### src/rtl/bus_arbiter.sv
// -----------------------------------------------------------------------------
// bus_arbiter
//   Round-robin arbiter and transfer sequencer for the shared snoop bus.
//   One requesting node is granted at a time. The source gets a one-cycle
//   processed_request pulse, the bus is then held for XFER_CYCLES cycles, and
//   the latched address is handed to the destination lane with a one-cycle
//   request_out_avail pulse. Destinations outside 0..NUM_PROC-1 are dropped
//   and flagged on bad_dest.
//
// Ports
//   clk_in             interconnect clock (divided)
//   rst_l              asynchronous active-low reset
//   request_in_avail   per-node request valid, held until acknowledged
//   addrs_in           per-node request address
//   request_dest       per-node destination node id
//   processed_request  one-hot accept pulse to the granted source
//   request_out_avail  one-hot delivery pulse to the destination
//   addrs_out          delivered address, only on the pulsed lane
//   bad_dest           pulse when a delivery is dropped for a bad destination
//   bus_busy           high while a transfer is in progress
//   grant_id           id of the current/last granted source
//   xfer_done_count    number of completed deliveries (wraps)
// -----------------------------------------------------------------------------
module bus_arbiter #(
   parameter int NUM_PROC    = 4,
   parameter int ADDR_W      = 48,
   parameter int XFER_CYCLES = 4
) (
   input  logic                                    clk_in,
   input  logic                                    rst_l,
   input  logic [NUM_PROC-1:0]                     request_in_avail,
   input  logic [NUM_PROC-1:0][ADDR_W-1:0]         addrs_in,
   input  logic [NUM_PROC-1:0][$clog2(NUM_PROC):0] request_dest,
   output logic [NUM_PROC-1:0]                     processed_request,
   output logic [NUM_PROC-1:0]                     request_out_avail,
   output logic [NUM_PROC-1:0][ADDR_W-1:0]         addrs_out,
   output logic                                    bad_dest,
   output logic                                    bus_busy,
   output logic [$clog2(NUM_PROC)-1:0]             grant_id,
   output logic [31:0]                             xfer_done_count
);

   localparam int PW = $clog2(NUM_PROC);
   localparam int DW = PW + 1;
   localparam int CW = (XFER_CYCLES > 1) ? $clog2(XFER_CYCLES) : 1;

   localparam logic [CW-1:0] CNT_INIT = CW'(XFER_CYCLES - 1);
   localparam logic [PW-1:0] LAST_ID  = PW'(NUM_PROC - 1);
   localparam logic [DW-1:0] NP_DEST  = DW'(NUM_PROC);

   typedef enum logic [1:0] {
      IDLE    = 2'd0,
      XFER    = 2'd1,
      DELIVER = 2'd2
   } state_t;

   state_t              state_q, state_d;
   logic [CW-1:0]       cnt_q, cnt_d;
   logic [PW-1:0]       rr_ptr_q, rr_ptr_d;
   logic [PW-1:0]       grant_id_q;
   logic [31:0]         done_cnt_q;

   // Transaction payload; qualified by state, so it needs no reset.
   logic [PW-1:0]       src_q;
   logic [DW-1:0]       dest_q;
   logic [ADDR_W-1:0]   addr_q;

   logic                win_found;
   logic [PW-1:0]       win_id;
   logic                grant;
   logic                dest_ok;

   // Round-robin search: first set request bit starting at rr_ptr_q.
   always_comb begin
      int            idx;
      logic [PW-1:0] idx_w;
      win_found = 1'b0;
      win_id    = '0;
      idx       = 0;
      idx_w     = '0;
      for (int i = 0; i < NUM_PROC; i++) begin
         idx = int'(rr_ptr_q) + i;
         if (idx >= NUM_PROC) begin
            idx = idx - NUM_PROC;
         end
         idx_w = idx[PW-1:0];
         if (!win_found && request_in_avail[idx_w]) begin
            win_found = 1'b1;
            win_id    = idx_w;
         end
      end
   end

   assign grant    = (state_q == IDLE) && win_found;
   assign rr_ptr_d = (win_id == LAST_ID) ? '0 : win_id + 1'b1;
   assign dest_ok  = (dest_q < NP_DEST);

   // State / control registers
   always_ff @(posedge clk_in or negedge rst_l) begin
      if (!rst_l) begin
         state_q    <= IDLE;
         cnt_q      <= '0;
         rr_ptr_q   <= '0;
         grant_id_q <= '0;
         done_cnt_q <= '0;
      end else begin
         state_q <= state_d;
         cnt_q   <= cnt_d;
         if (grant) begin
            rr_ptr_q   <= rr_ptr_d;
            grant_id_q <= win_id;
         end
         // Counted on the edge that enters DELIVER so it is visible with the pulse.
         if ((state_q == XFER) && (cnt_q == '0) && dest_ok) begin
            done_cnt_q <= done_cnt_q + 32'd1;
         end
      end
   end

   // Payload capture at grant
   always_ff @(posedge clk_in) begin
      if (grant) begin
         src_q  <= win_id;
         dest_q <= request_dest[win_id];
         addr_q <= addrs_in[win_id];
      end
   end

   // Next-state logic
   always_comb begin
      state_d = state_q;
      cnt_d   = cnt_q;
      case (state_q)
         IDLE: begin
            if (win_found) begin
               state_d = XFER;
               cnt_d   = CNT_INIT;
            end
         end
         XFER: begin
            if (cnt_q == '0) begin
               state_d = DELIVER;
            end else begin
               cnt_d = cnt_q - 1'b1;
            end
         end
         DELIVER: begin
            state_d = IDLE;
         end
         default: begin
            state_d = IDLE;
         end
      endcase
   end

   // Outputs
   always_comb begin
      processed_request = '0;
      request_out_avail = '0;
      addrs_out         = '0;
      bad_dest          = 1'b0;
      bus_busy          = (state_q != IDLE);
      // The counter holds its load value only in the first XFER cycle,
      // which is exactly the cycle after the grant edge.
      if ((state_q == XFER) && (cnt_q == CNT_INIT)) begin
         processed_request[src_q] = 1'b1;
      end
      if (state_q == DELIVER) begin
         if (dest_ok) begin
            request_out_avail[dest_q[PW-1:0]] = 1'b1;
            addrs_out[dest_q[PW-1:0]]         = addr_q;
         end else begin
            bad_dest = 1'b1;
         end
      end
   end

   assign grant_id        = grant_id_q;
   assign xfer_done_count = done_cnt_q;

endmodule

### config.mk
export PLATFORM = sky130hd
export DESIGN_NAME = bus_arbiter
export DESIGN_NICKNAME = d
export VERILOG_FILES = /design/src/rtl/bus_arbiter.sv
export SDC_FILE = /design/constraint.sdc
export NUM_CORES = 1
export LEC_CHECK = 0
export BUFFER_PORTS_ARGS = -buffer_cell sky130_fd_sc_hd__buf_2
export CAP_MARGIN = 20
export CELL_PAD_IN_SITES_DETAIL_PLACEMENT = 1
export CELL_PAD_IN_SITES_GLOBAL_PLACEMENT = 1
export CORE_AREA = 2 2 171 173
export CTS_BUF_LIST = sky130_fd_sc_hd__clkbuf_8
export DETAILED_ROUTE_END_ITERATION = 8
export DIE_AREA = 0 0 173 175
export HOLD_SLACK_MARGIN = 0.06
export PLACE_DENSITY_LB_ADDON = 0.12
export SLEW_MARGIN = 20
export SYNTH_ARGS = -nofsm -noshare
export SYNTH_HDL_FRONTEND = slang
export SYNTH_SLANG_ARGS = --single-unit
### constraint.sdc
create_clock -name clk_in -period 6.8 [get_ports clk_in]
set_input_delay 0.68 -clock clk_in [delete_from_list [all_inputs] [get_ports clk_in]]
set_output_delay 0.68 -clock clk_in [all_outputs]
set_load 0.05 [all_outputs]
==> impl_metrics.ini, run 1 <==
[timing]
maxSlewHeadroom = 0.3611
timing.final.crit_share = 0.4581
final-max-slew-violation-count = 0
achievable-frequency_mhz = 321.0
finalHoldViolCount = 0
worst_slew_pin_slew_ns = 0.9560
totalNegativeSetupSlack_ns = 0
fin_ws_ns = 3.685
final-setup-viol-count = 0
worst_clock_skew_ns = 0.01443
rsz0062_at_grt = false
period_minus_slack_ns = 3.115

[critical_path]
critical_path_arrival_ns = 2.43
worstPathMaxFanout = 49
endpoint_required_time_on_the_critical_path_ns = 6.12
critical_path_buf_inv_count = 1
timing.reg2reg.setup_slack_ns = 4.34
critPathMaxStageDelay_ns = 0.79
r2r-start = state_q[1]
timing.setup.critical_path_class = flop to primary output
startpoint_type = flop
timing.reg2reg.worst_path_depth = 4
reg2reg_to = grant_id[1]
path_cells = nand2b_4 > nor2_1 > and3_2 > and2_1 > buf_2
slowest_stage = sky130_fd_sc_hd__and3_2
critical_path.endpoint_type = primary output
critical-path-top-delay-family = simple AND/OR/NAND/NOR gates

[power]
static-leakage-power_nw = 5.190
vdd_ir_drop_max_mv = 0.1566
power_mw = 2.452
power.density_cell_area_mw_per_mm2 = 264.3

[routing]
finalWirelength_um = 28740
viasPerCell = 4.263
residual_drc_count = 0
wl_per_cell_um = 19.96
vias = 6138
drt_iter0_markers = 192
drt-pass1-iter-count = 4
antenna_left = 0

[cts]
tritoncts.num_buffers = 9
resized_gates_after_cts = 0
clockRootBuffer = sky130_fd_sc_hd__clkbuf_8
cts_setup_buffers = 0
ctsHoldBuffers = 0
clk_pin_slew_ns = 0.11
htree_levels = 3
clock_sink_count = 93
tritoncts_clock_tree = yes
insertion_delay_ns = 0.39
cts.path.max_buffers = 2

[placed_design]
place.detailed.hpwl_um = 22960
pre_cts_ws_ns = 3.973
io_buffers = 445
place_congestion = 0.8036
placed_cell_area_mm2 = 0.009067

[yosys]
post_syn_nets = 833
post_synth_fa_ha_maj_area_fraction = 0.005784
yosysUniqueCellTypes = 37
synth_enable_flop_cells = 53
cell_area_after_synthesis_mm2 = 0.006490
ys_async_sr_fraction = 0.4301
synthCells = 620
synth_ff_type = sky130_fd_sc_hd__edfxtp_1
post_synth_xor_area_fraction = 0.04318
synth.area.mux_share = 0.2393
postSynthAreaPerCell_um2 = 10.47
synth_compound_gate_area_share = 0.008868
main_combinational_cell_family_by_area_after_synthesis = simple AND/OR/NAND/NOR gates
yosys_warnings = 0
synth_sequential_area_ratio = 0.3995
register_bit_count_reported_by_yosys = 93
post_synth_and_or_nand_nor_area_fraction = 0.2637

[grt]
pin_count_of_the_biggest_net_entering_global_routing = 55
globalRouteMet2Util = 0.3322
total_gr_overflow = 0
globalRouteMet3Util = 0.04395
grt_pass1_wl_um = 42300
grt-busiest-layer = met2
number_of_global_route_vias_before_repair = 6365
grt.met1_usage = 0.2178
aggregate_global_route_resource_usage = 0.1853
number_of_antenna_violations_at_the_first_check_in_global_routing = 11

[cells_and_area]
area_growth_pct = 42.95
register_area_mm2 = 0.002592
finish.utilization = 0.3268
finalInstanceArea_mm2 = 0.009278
n_fill_cell = 3457
multi_input_comb_area_mm2 = 0.003685
final_nets = 1256
final_layout_size_suffix_gt1_frac = 0.4618

[job]
max-cap-violations = 0

[status]
outcome = finished, final reports clean

[min_path]
min_path_type = primary input to async pin

[floorplan]
design.core.area_mm2 = 0.02839
chipWidth_um = 173
die-height_um = 175
io-pin-count = 446
die_outline_area_mm2 = 0.03028
start_util = 0.2286
cell_rows = 62
[power breakdown]
part	switching, mW	internal (mW)	leakage (nW)
Combinational	0.627	0.401	4.05
Sequential	0.196	0.848	1.04
Clock	0.237	0.143	0.101
[how the worst max path moves through the flow]
stage                           endpoint  slack (ns)  cells past startpoint                start
after global placement        addr_q[47]        4.01                      7  request_in_avail[0]
after detailed placement     grant_id[1]        3.97                      5  request_in_avail[0]
after global routing       addrs_out[75]        3.46                      6           state_q[0]
final                     addrs_out[166]        3.69                      5           state_q[0]
after floorplan              grant_id[1]        2.86                      3           state_q[1]
after CTS                 addrs_out[191]        3.59                      5           state_q[0]
[cells in the final DEF, fill, tap and decap left out, types with 2 or more instances in the layout]
cell / count
sky130_fd_sc_hd__a21oi_1: 6
sky130_fd_sc_hd__and2_1: 194
sky130_fd_sc_hd__and3_1: 8
sky130_fd_sc_hd__and3_2: 2
sky130_fd_sc_hd__and4_1: 3
sky130_fd_sc_hd__buf_2: 445
sky130_fd_sc_hd__buf_4: 8
sky130_fd_sc_hd__clkbuf_8: 9
sky130_fd_sc_hd__dfrtp_1: 40
sky130_fd_sc_hd__diode_2: 8
sky130_fd_sc_hd__edfxtp_1: 53
sky130_fd_sc_hd__ha_1: 3
sky130_fd_sc_hd__inv_1: 7
sky130_fd_sc_hd__inv_6: 4
sky130_fd_sc_hd__mux2i_1: 154
sky130_fd_sc_hd__nand2_1: 18
sky130_fd_sc_hd__nand2b_1: 2
sky130_fd_sc_hd__nand3_1: 11
sky130_fd_sc_hd__nand4_1: 11
sky130_fd_sc_hd__nor2_1: 10
sky130_fd_sc_hd__nor2_4: 2
sky130_fd_sc_hd__nor3_1: 3
sky130_fd_sc_hd__nor3_4: 2
sky130_fd_sc_hd__nor4_1: 2
sky130_fd_sc_hd__nor4_2: 2
sky130_fd_sc_hd__o21ai_0: 2
sky130_fd_sc_hd__or2_2: 2
sky130_fd_sc_hd__xnor2_1: 26
sky130_fd_sc_hd__xor2_1: 6
[registers in the layout, indices dropped and copies added, names as in the netlist]
signal	flops
grant_id	2
addr_q	48
cnt_q	2
src_q	2
state_q	2
rr_ptr_q	2
dest_q	3
xfer_done_count	32
[cell usage after synthesis (all sizes together), types with 2 or more instances]
cell type	number	area, um^2
o21ai	2	10.01
dfrtp	40	1001
mux2i	154	1541
nand3	11	55.05
nand2b	3	26.27
clkbuf	20	75.07
and4	4	36.29
nor2	12	45.04
edfxtp	53	1592
inv	6	22.52
nor4	4	25.02
ha	3	37.54
nor3	5	47.54
and2	194	1214
and3	10	63.81
a21oi	6	30.03
xor2	6	52.55
or2	2	12.51
buf	21	160.2
xnor2	26	227.7
nand4	11	68.82
nand2	18	67.56
[kinds of logic (layout without fill, tap and decap cells)]
group | after synthesis | in the layout
and+or+nand+nor | 280 | 280
muxes | 155 | 155
DFF | 93 | 93
buffers and inverters | 47 | 475
xor gates and xnor gates | 32 | 32
AOI/OAI and AO/OA | 10 | 10
adders and majority gates | 3 | 3
other | 0 | 8
[routing by layer]
layer | wire length, um | vias up
li1 | - | 2978
met1 | 11810 | 2903
met2 | 14820 | 217
met3 | 1531 | 34
met4 | 529 | 6
met5 | 41 | -
[stage by stage]
stage | std cells | hold slack [ns]
after floorplan | 620 | 0.3844
after global placement | 1416 | 0.4802
after detailed placement | 1416 | 0.4827
after CTS | 1432 | 0.4184
after global routing | 1439 | 0.4603
final | 1440 | 0.4019
[cell type report]
class                      count  area share
clock buffer                   9     0.01335
antenna                        8    0.002158
sequential                    93      0.2794
inverter                       6    0.002428
multi-input combinational    480      0.3972
timing repair buffer         453      0.2465
clock inverter                 7    0.007148
tap                          384     0.05179
(Power assumes the default switching activity.)
==> inputs of run 2 (changes only) <==
--- a/config.mk
+++ b/config.mk
@@ -5,14 +5,15 @@
 export SDC_FILE = /design/constraint.sdc
 export NUM_CORES = 1
 export LEC_CHECK = 0
+export ABC_AREA = 1
 export BUFFER_PORTS_ARGS = -buffer_cell sky130_fd_sc_hd__buf_2
 export CAP_MARGIN = 20
 export CELL_PAD_IN_SITES_DETAIL_PLACEMENT = 1
 export CELL_PAD_IN_SITES_GLOBAL_PLACEMENT = 1
-export CORE_AREA = 2 2 171 173
+export CORE_AREA = 2 2 174 176
 export CTS_BUF_LIST = sky130_fd_sc_hd__clkbuf_8
 export DETAILED_ROUTE_END_ITERATION = 8
-export DIE_AREA = 0 0 173 175
+export DIE_AREA = 0 0 176 178
 export HOLD_SLACK_MARGIN = 0.06
 export PLACE_DENSITY_LB_ADDON = 0.12
 export SLEW_MARGIN = 20
==> constraint.sdc (replaced) <==
create_clock -name clk_in -period 3.1 [get_ports clk_in]
set_input_delay 0.31 -clock clk_in [delete_from_list [all_inputs] [get_ports clk_in]]
set_output_delay 0.31 -clock clk_in [all_outputs]
set_load 0.05 [all_outputs]
==> run 2 against run 1 <==
Compared with the run above: combinational power rose to 6.7 times the previous value; worst hold slack got worse by 0.36 ns; power grew to 4.2 times the previous value; count of clock-buffer cells in the layout stayed put; critical endpoint is now addrs_out[188]; clock skew up 0.0049 ns.
==> impl_metrics.ini, run 2 <==
[yosys]
ys_async_sr_fraction = 0.4301
synth.top_cells.by_area = sky130_fd_sc_hd__edfxtp_1 (20%), sky130_fd_sc_hd__inv_1 (14%), sky130_fd_sc_hd__dfrtp_1 (13%), sky130_fd_sc_hd__nand2_1 (12%), sky130_fd_sc_hd__nor2_1 (11%)
synthCells = 1258
register_bit_count_reported_by_yosys = 93
postSynthAreaPerCell_um2 = 6.175
post_synth_most_frequent_cells = sky130_fd_sc_hd__inv_1 (297), sky130_fd_sc_hd__nand2_1 (251), sky130_fd_sc_hd__nor2_1 (223), sky130_fd_sc_hd__nand3_1 (123), sky130_fd_sc_hd__nand4_1 (110)
yosysUniqueCellTypes = 27
synth_enable_flop_cells = 53
synth_largest_type_area_fraction = 0.2049
synth_sequential_area_ratio = 0.3337
yosys_warnings = 0
cell_area_after_synthesis_mm2 = 0.007769
yosysMostFrequentCell = sky130_fd_sc_hd__inv_1
synthDominantAreaCellType = sky130_fd_sc_hd__edfxtp_1
post_syn_nets = 1471
synth_ff_type = sky130_fd_sc_hd__edfxtp_1

[cts]
htree_levels = 3
tritoncts_clock_tree = yes
insertion_delay_ns = 0.40
clk_pin_slew_ns = 0.12
cts.path.max_buffers = 2
tritoncts.num_buffers = 9
resized_gates_after_cts = 0
ctsHoldBuffers = 0
cts_setup_buffers = 0
clock_sink_count = 93
clockRootBuffer = sky130_fd_sc_hd__clkbuf_8

[timing]
finalHoldViolCount = 0
maxSlewHeadroom = 0.3038
totalNegativeSetupSlack_ns = 0
timing.final.crit_share = 0.8888
worst_slew_pin_slew_ns = 1.043
final-max-slew-violation-count = 0
achievable-frequency_mhz = 362.9
period_minus_slack_ns = 2.755
fin_ws_ns = 0.3448
worst_clock_skew_ns = 0.01928
rsz0062_at_grt = false
whs_ns = 0.04595
final-setup-viol-count = 0

[power]
clock_power_share = 0.086
vdd_ir_drop_max_mv = 0.6918
static-leakage-power_nw = 6.667
p_comb_frac = 0.673
power.density_cell_area_mw_per_mm2 = 970.9
power_mw = 10.24
power.net_switching_mw = 5.748
switching_share = 0.5614
sequentialPowerShare = 0.241
cellInternalPower_mw = 4.490

[placed_design]
pre_cts_ws_ns = 0.4306
place.detailed.hpwl_um = 26990
dpl.cell_count = 2035
place_congestion = 0.7904
placed_cell_area_mm2 = 0.01033
io_buffers = 445

[routing]
antenna_left = 0
drt-pass1-iter-count = 5
drt_iter0_markers = 352
finalWirelength_um = 35490
residual_drc_count = 0
vias = 9455
wl_per_cell_um = 17.25
viasPerCell = 4.594

[floorplan]
die_outline_area_mm2 = 0.03133
io-pin-count = 446
die-height_um = 178
chipWidth_um = 176
cell_rows = 63
start_util = 0.2642
design.core.area_mm2 = 0.02940

[grt]
aggregate_global_route_resource_usage = 0.2206
pin_count_of_the_biggest_net_entering_global_routing = 104
total_gr_overflow = 0
number_of_global_route_vias_before_repair = 9362
number_of_antenna_violations_at_the_first_check_in_global_routing = 12
grt_pass1_wl_um = 53550

[job]
max-cap-violations = 0

[cells_and_area]
area_growth_pct = 35.72
layout_common_cells = sky130_fd_sc_hd__buf_2 (445), sky130_fd_sc_hd__inv_1 (295), sky130_fd_sc_hd__nand2_1 (250), sky130_fd_sc_hd__nor2_1 (223), sky130_fd_sc_hd__nand3_1 (120)
most_flop_heavy_register = addr_q
finish.utilization = 0.3586
mostFrequentLayoutCell = sky130_fd_sc_hd__buf_2
finalInstanceArea_mm2 = 0.01054
final_cell_count_no_fill = 2058
final_layout_size_suffix_gt1_frac = 0.3028
final_nets = 1869
largest_reg_flops = 48

[critical_path]
worstPathMaxFanout = 48
endpoint_required_time_on_the_critical_path_ns = 2.79
critical_path.endpoint_type = primary output
timing.reg2reg.worst_path_depth = 12
critical_path_arrival_ns = 2.45
startpoint_type = flop
timing.setup.critical_path_class = flop to primary output

[status]
outcome = finished, final reports clean

[min_path]
min_path_type = primary input to async pin
==> run 2: cell types whose count changed after synthesis, moves of 27 or more <==
cell / before / now
sky130_fd_sc_hd__and2_1: 194 / 0
sky130_fd_sc_hd__nor2_1: 12 / 223
sky130_fd_sc_hd__inv_1: 6 / 297
sky130_fd_sc_hd__nand3_1: 11 / 123
sky130_fd_sc_hd__nand4_1: 11 / 110
sky130_fd_sc_hd__buf_2: 11 / 38
sky130_fd_sc_hd__nand2_1: 18 / 251
sky130_fd_sc_hd__mux2i_1: 154 / 0
==> run 2: logic make-up after synthesis <==
group | Yosys count | share of synthesized area
AO/OA/AOI/OAI | 16 | 0.01063
flip-flops | 93 | 0.3337
buffers and inverters | 379 | 0.1984
XOR/XNOR | 28 | 0.03157
adder cells (fa/ha/maj) | 3 | 0.004832
AND/OR/NAND/NOR | 739 | 0.4208
==> run 2: power by group through the flow <==
stage,logic (mW),registers [mW],clock network [mW]
detailed placement,7.05,2.50,0
finish,6.89,2.47,0.881
floorplan,4.97,2.51,0
CTS,7.03,2.48,0.912
global route,7.81,2.53,0.950
global placement,6.91,2.49,0
==> run 2: routing by layer <==
layer	GRT usage	routed length (um)	up-vias
met1	0.2594	14600	4451
met3	0.04390	2003	41
li1	-	-	4669
met4	0.05888	662	14
met5	0	82	-
met2	0.4083	18140	280
==> run 2: final timing paths <==
kind                                     start                  end  slack [ns]
setup / recovery                    state_q[0]       addrs_out[188]        0.34
setup reg to reg                   rr_ptr_q[0]            addr_q[5]        0.44
hold / removal                           rst_l  xfer_done_count[31]        0.05
hold reg to reg            xfer_done_count[31]  xfer_done_count[31]        0.48
max in group asynchronous                rst_l          grant_id[1]        2.44
min in group clk_in                addrs_in[9]            addr_q[9]        0.29
==> run 2: cell type report <==
cell class              instances  area, um^2
flip-flops and latches         93        2592
fillers                      3944       18860
multi-input cells             786        3692
inverters                     303        1141
repair buffers                463        2412
well taps                     390       488.0
clock inverters                 7       76.32
diodes                          7       17.52
clock buffers                   9       123.9
==> run 2: worst max-delay path, stage by stage, from the launching register on <==
cell	delay, ns
sky130_fd_sc_hd__dfrtp_1	0.43
sky130_fd_sc_hd__nor2_1	0.25
sky130_fd_sc_hd__inv_1	0.13
sky130_fd_sc_hd__nor4_2	0.25
sky130_fd_sc_hd__inv_2	0.46
sky130_fd_sc_hd__nor2_1	0.24
sky130_fd_sc_hd__buf_2	0.29
==> inputs of run 3 (changes only) <==
--- a/config.mk
+++ b/config.mk
@@ -16,6 +16,8 @@
 export DIE_AREA = 0 0 176 178
 export HOLD_SLACK_MARGIN = 0.06
 export PLACE_DENSITY_LB_ADDON = 0.12
+export RECOVER_POWER = 25
+export SKIP_LAST_GASP = 1
 export SLEW_MARGIN = 20
 export SYNTH_ARGS = -nofsm -noshare
 export SYNTH_HDL_FRONTEND = slang
==> run 3 against run 2 <==
Compared with the run above: the flow now finishes with violations (capacitance limit, slew limit); sequential share of layout area increased by 0.15 points; critical path depth unchanged; combinational power about the same; worst hold slack improved by 0.25 ns; first-iteration DRC count increased by 3.4%; sequential power about the same; routed wire length increased by 0.20%; via count about the same; cell count unchanged; core utilization decreased by 0.22 points; design area decreased by 0.61%; largest power group unchanged; highest routed layer unchanged.
==> impl_metrics.ini, run 3 (synthesis results as in run 2) <==
[status]
outcome = finished, violations left
failing_checks = capacitance limit, slew limit

[cells_and_area]
largest_reg_flops = 48
area_growth_pct = 34.90
final_layout_size_suffix_gt1_frac = 0.2745
finish.utilization = 0.3564
multi_input_comb_area_mm2 = 0.003682
layout_common_cells = sky130_fd_sc_hd__buf_2 (402), sky130_fd_sc_hd__inv_1 (295), sky130_fd_sc_hd__nand2_1 (251), sky130_fd_sc_hd__nor2_1 (226), sky130_fd_sc_hd__nand3_1 (120)
final_cell_count_no_fill = 2058
register_area_mm2 = 0.002592
n_fill_cell = 3957
mostFrequentLayoutCell = sky130_fd_sc_hd__buf_2
most_flop_heavy_register = addr_q
final_nets = 1869
finalInstanceArea_mm2 = 0.01048

[floorplan]
chipWidth_um = 176
io-pin-count = 446
die-height_um = 178
design.core.area_mm2 = 0.02940
cell_rows = 63
start_util = 0.2642
die_outline_area_mm2 = 0.03133

[placed_design]
placed_cell_area_mm2 = 0.01033
io_buffers = 445
place.detailed.hpwl_um = 26990
place_congestion = 0.7904
dpl.cell_count = 2035

[routing]
viasPerCell = 4.591
drt_iter0_markers = 364
drt-pass1-iter-count = 4
finalWirelength_um = 35560
wl_per_cell_um = 17.28
vias = 9449
antenna_left = 0
residual_drc_count = 0

[timing]
totalNegativeSetupSlack_ns = 0
achievable-frequency_mhz = 364.2
final-setup-viol-count = 0
whs_ns = 0.2930
final-max-slew-violation-count = 41
timing.final.crit_share = 0.8857
finalHoldViolCount = 0
worst_clock_skew_ns = 0.01967
worst_slew_pin_slew_ns = 2.285
period_minus_slack_ns = 2.746
rsz0062_at_grt = false
maxSlewHeadroom = -0.5230

[critical_path]
startpoint_type = flop
endpoint_required_time_on_the_critical_path_ns = 2.79
worstPathMaxFanout = 48
timing.setup.critical_path_class = flop to primary output
critical_path_buf_inv_count = 3
cpMostUsedCell = sky130_fd_sc_hd__nor2_1
critical-path-top-delay-family = buffers and inverters
path_cells = nor2_1 > inv_1 > nor4_2 > inv_2 > nor2_1 > buf_2
critPathMaxStageDelay_ns = 0.46
critical_path.endpoint_type = primary output
slowest_stage = sky130_fd_sc_hd__inv_2
critical_path_arrival_ns = 2.44

[grt]
globalRouteMet3Util = 0.04390
number_of_global_route_vias_before_repair = 9362
grt-busiest-layer = met2
pin_count_of_the_biggest_net_entering_global_routing = 104
grt_pass1_wl_um = 53550
total_gr_overflow = 0
number_of_antenna_violations_at_the_first_check_in_global_routing = 12
aggregate_global_route_resource_usage = 0.2206
grt.met1_usage = 0.2594
globalRouteMet2Util = 0.4083

[cts]
insertion_delay_ns = 0.40
tritoncts.num_buffers = 9
ctsHoldBuffers = 0
htree_levels = 3
cts_setup_buffers = 0
tritoncts_clock_tree = yes
resized_gates_after_cts = 0
clk_pin_slew_ns = 0.11
clockRootBuffer = sky130_fd_sc_hd__clkbuf_8
cts.path.max_buffers = 2
clock_sink_count = 93

[power]
power.density_cell_area_mw_per_mm2 = 976.2
vdd_ir_drop_max_mv = 0.6933
static-leakage-power_nw = 6.486

[min_path]
min_path_type = primary input to flop

[job]
max-cap-violations = 1
-- run 3: layout make-up --
type / instances / area share
Sequential cell: 93 / 0.2474
Inverter: 303 / 0.1089
Antenna cell: 7 / 0.001671
Timing Repair Buffer: 463 / 0.2250
Tap cell: 390 / 0.04656
Clock buffer: 9 / 0.01182
Clock inverter: 7 / 0.007283
Multi-Input combinational cell: 786 / 0.3514
-- run 3: layer usage --
| layer | wire (um) | up-vias |
|---|---|---|
| li1 | - | 4674 |
| met1 | 14610 | 4436 |
| met2 | 18190 | 286 |
| met3 | 2043 | 39 |
| met4 | 637 | 14 |
| met5 | 82 | - |
-- run 3: tightest hold or removal path: stages --
cell                      delay [ns]
sky130_fd_sc_hd__buf_2          0.08
sky130_fd_sc_hd__inv_1          0.03
sky130_fd_sc_hd__nand2_1        0.05
sky130_fd_sc_hd__nand3_1        0.06
sky130_fd_sc_hd__nand2_1        0.06
-- run 3: through the flow --
step	power, mW	worst slack [ns]
after global placement	9.399	0.5069
after detailed placement	9.552	0.4306
after floorplan	7.483	-0.02049
final	10.23	0.3544
after CTS	10.42	0.3012
after global routing	11.27	0.07811
-- run 3: power breakdown --
group | internal (mW) | leakage [nW] | switching [mW]
sequential | 2.25 | 1.04 | 0.223
clock | 0.322 | 0.103 | 0.559
combinational | 1.90 | 5.34 | 4.98
total | 4.47 | 6.49 | 5.76
-- run 3: final timing paths --
| kind | startpoint | to | slack [ns] | cells after the start |
|---|---|---|---|---|
| min in group asynchronous | rst_l | xfer_done_count[31] | 0.58 | 1 |
| worst max-delay path | state_q[0] | addrs_out[188] | 0.35 | 6 |
| max in group asynchronous | rst_l | grant_id[1] | 1.20 | 1 |
| worst min-delay path | addrs_in[9] | addr_q[9] | 0.29 | 5 |
| worst min register to register | xfer_done_count[31] | xfer_done_count[31] | 0.49 | 1 |
| worst max register to register | rr_ptr_q[0] | addr_q[5] | 0.44 | 12 |
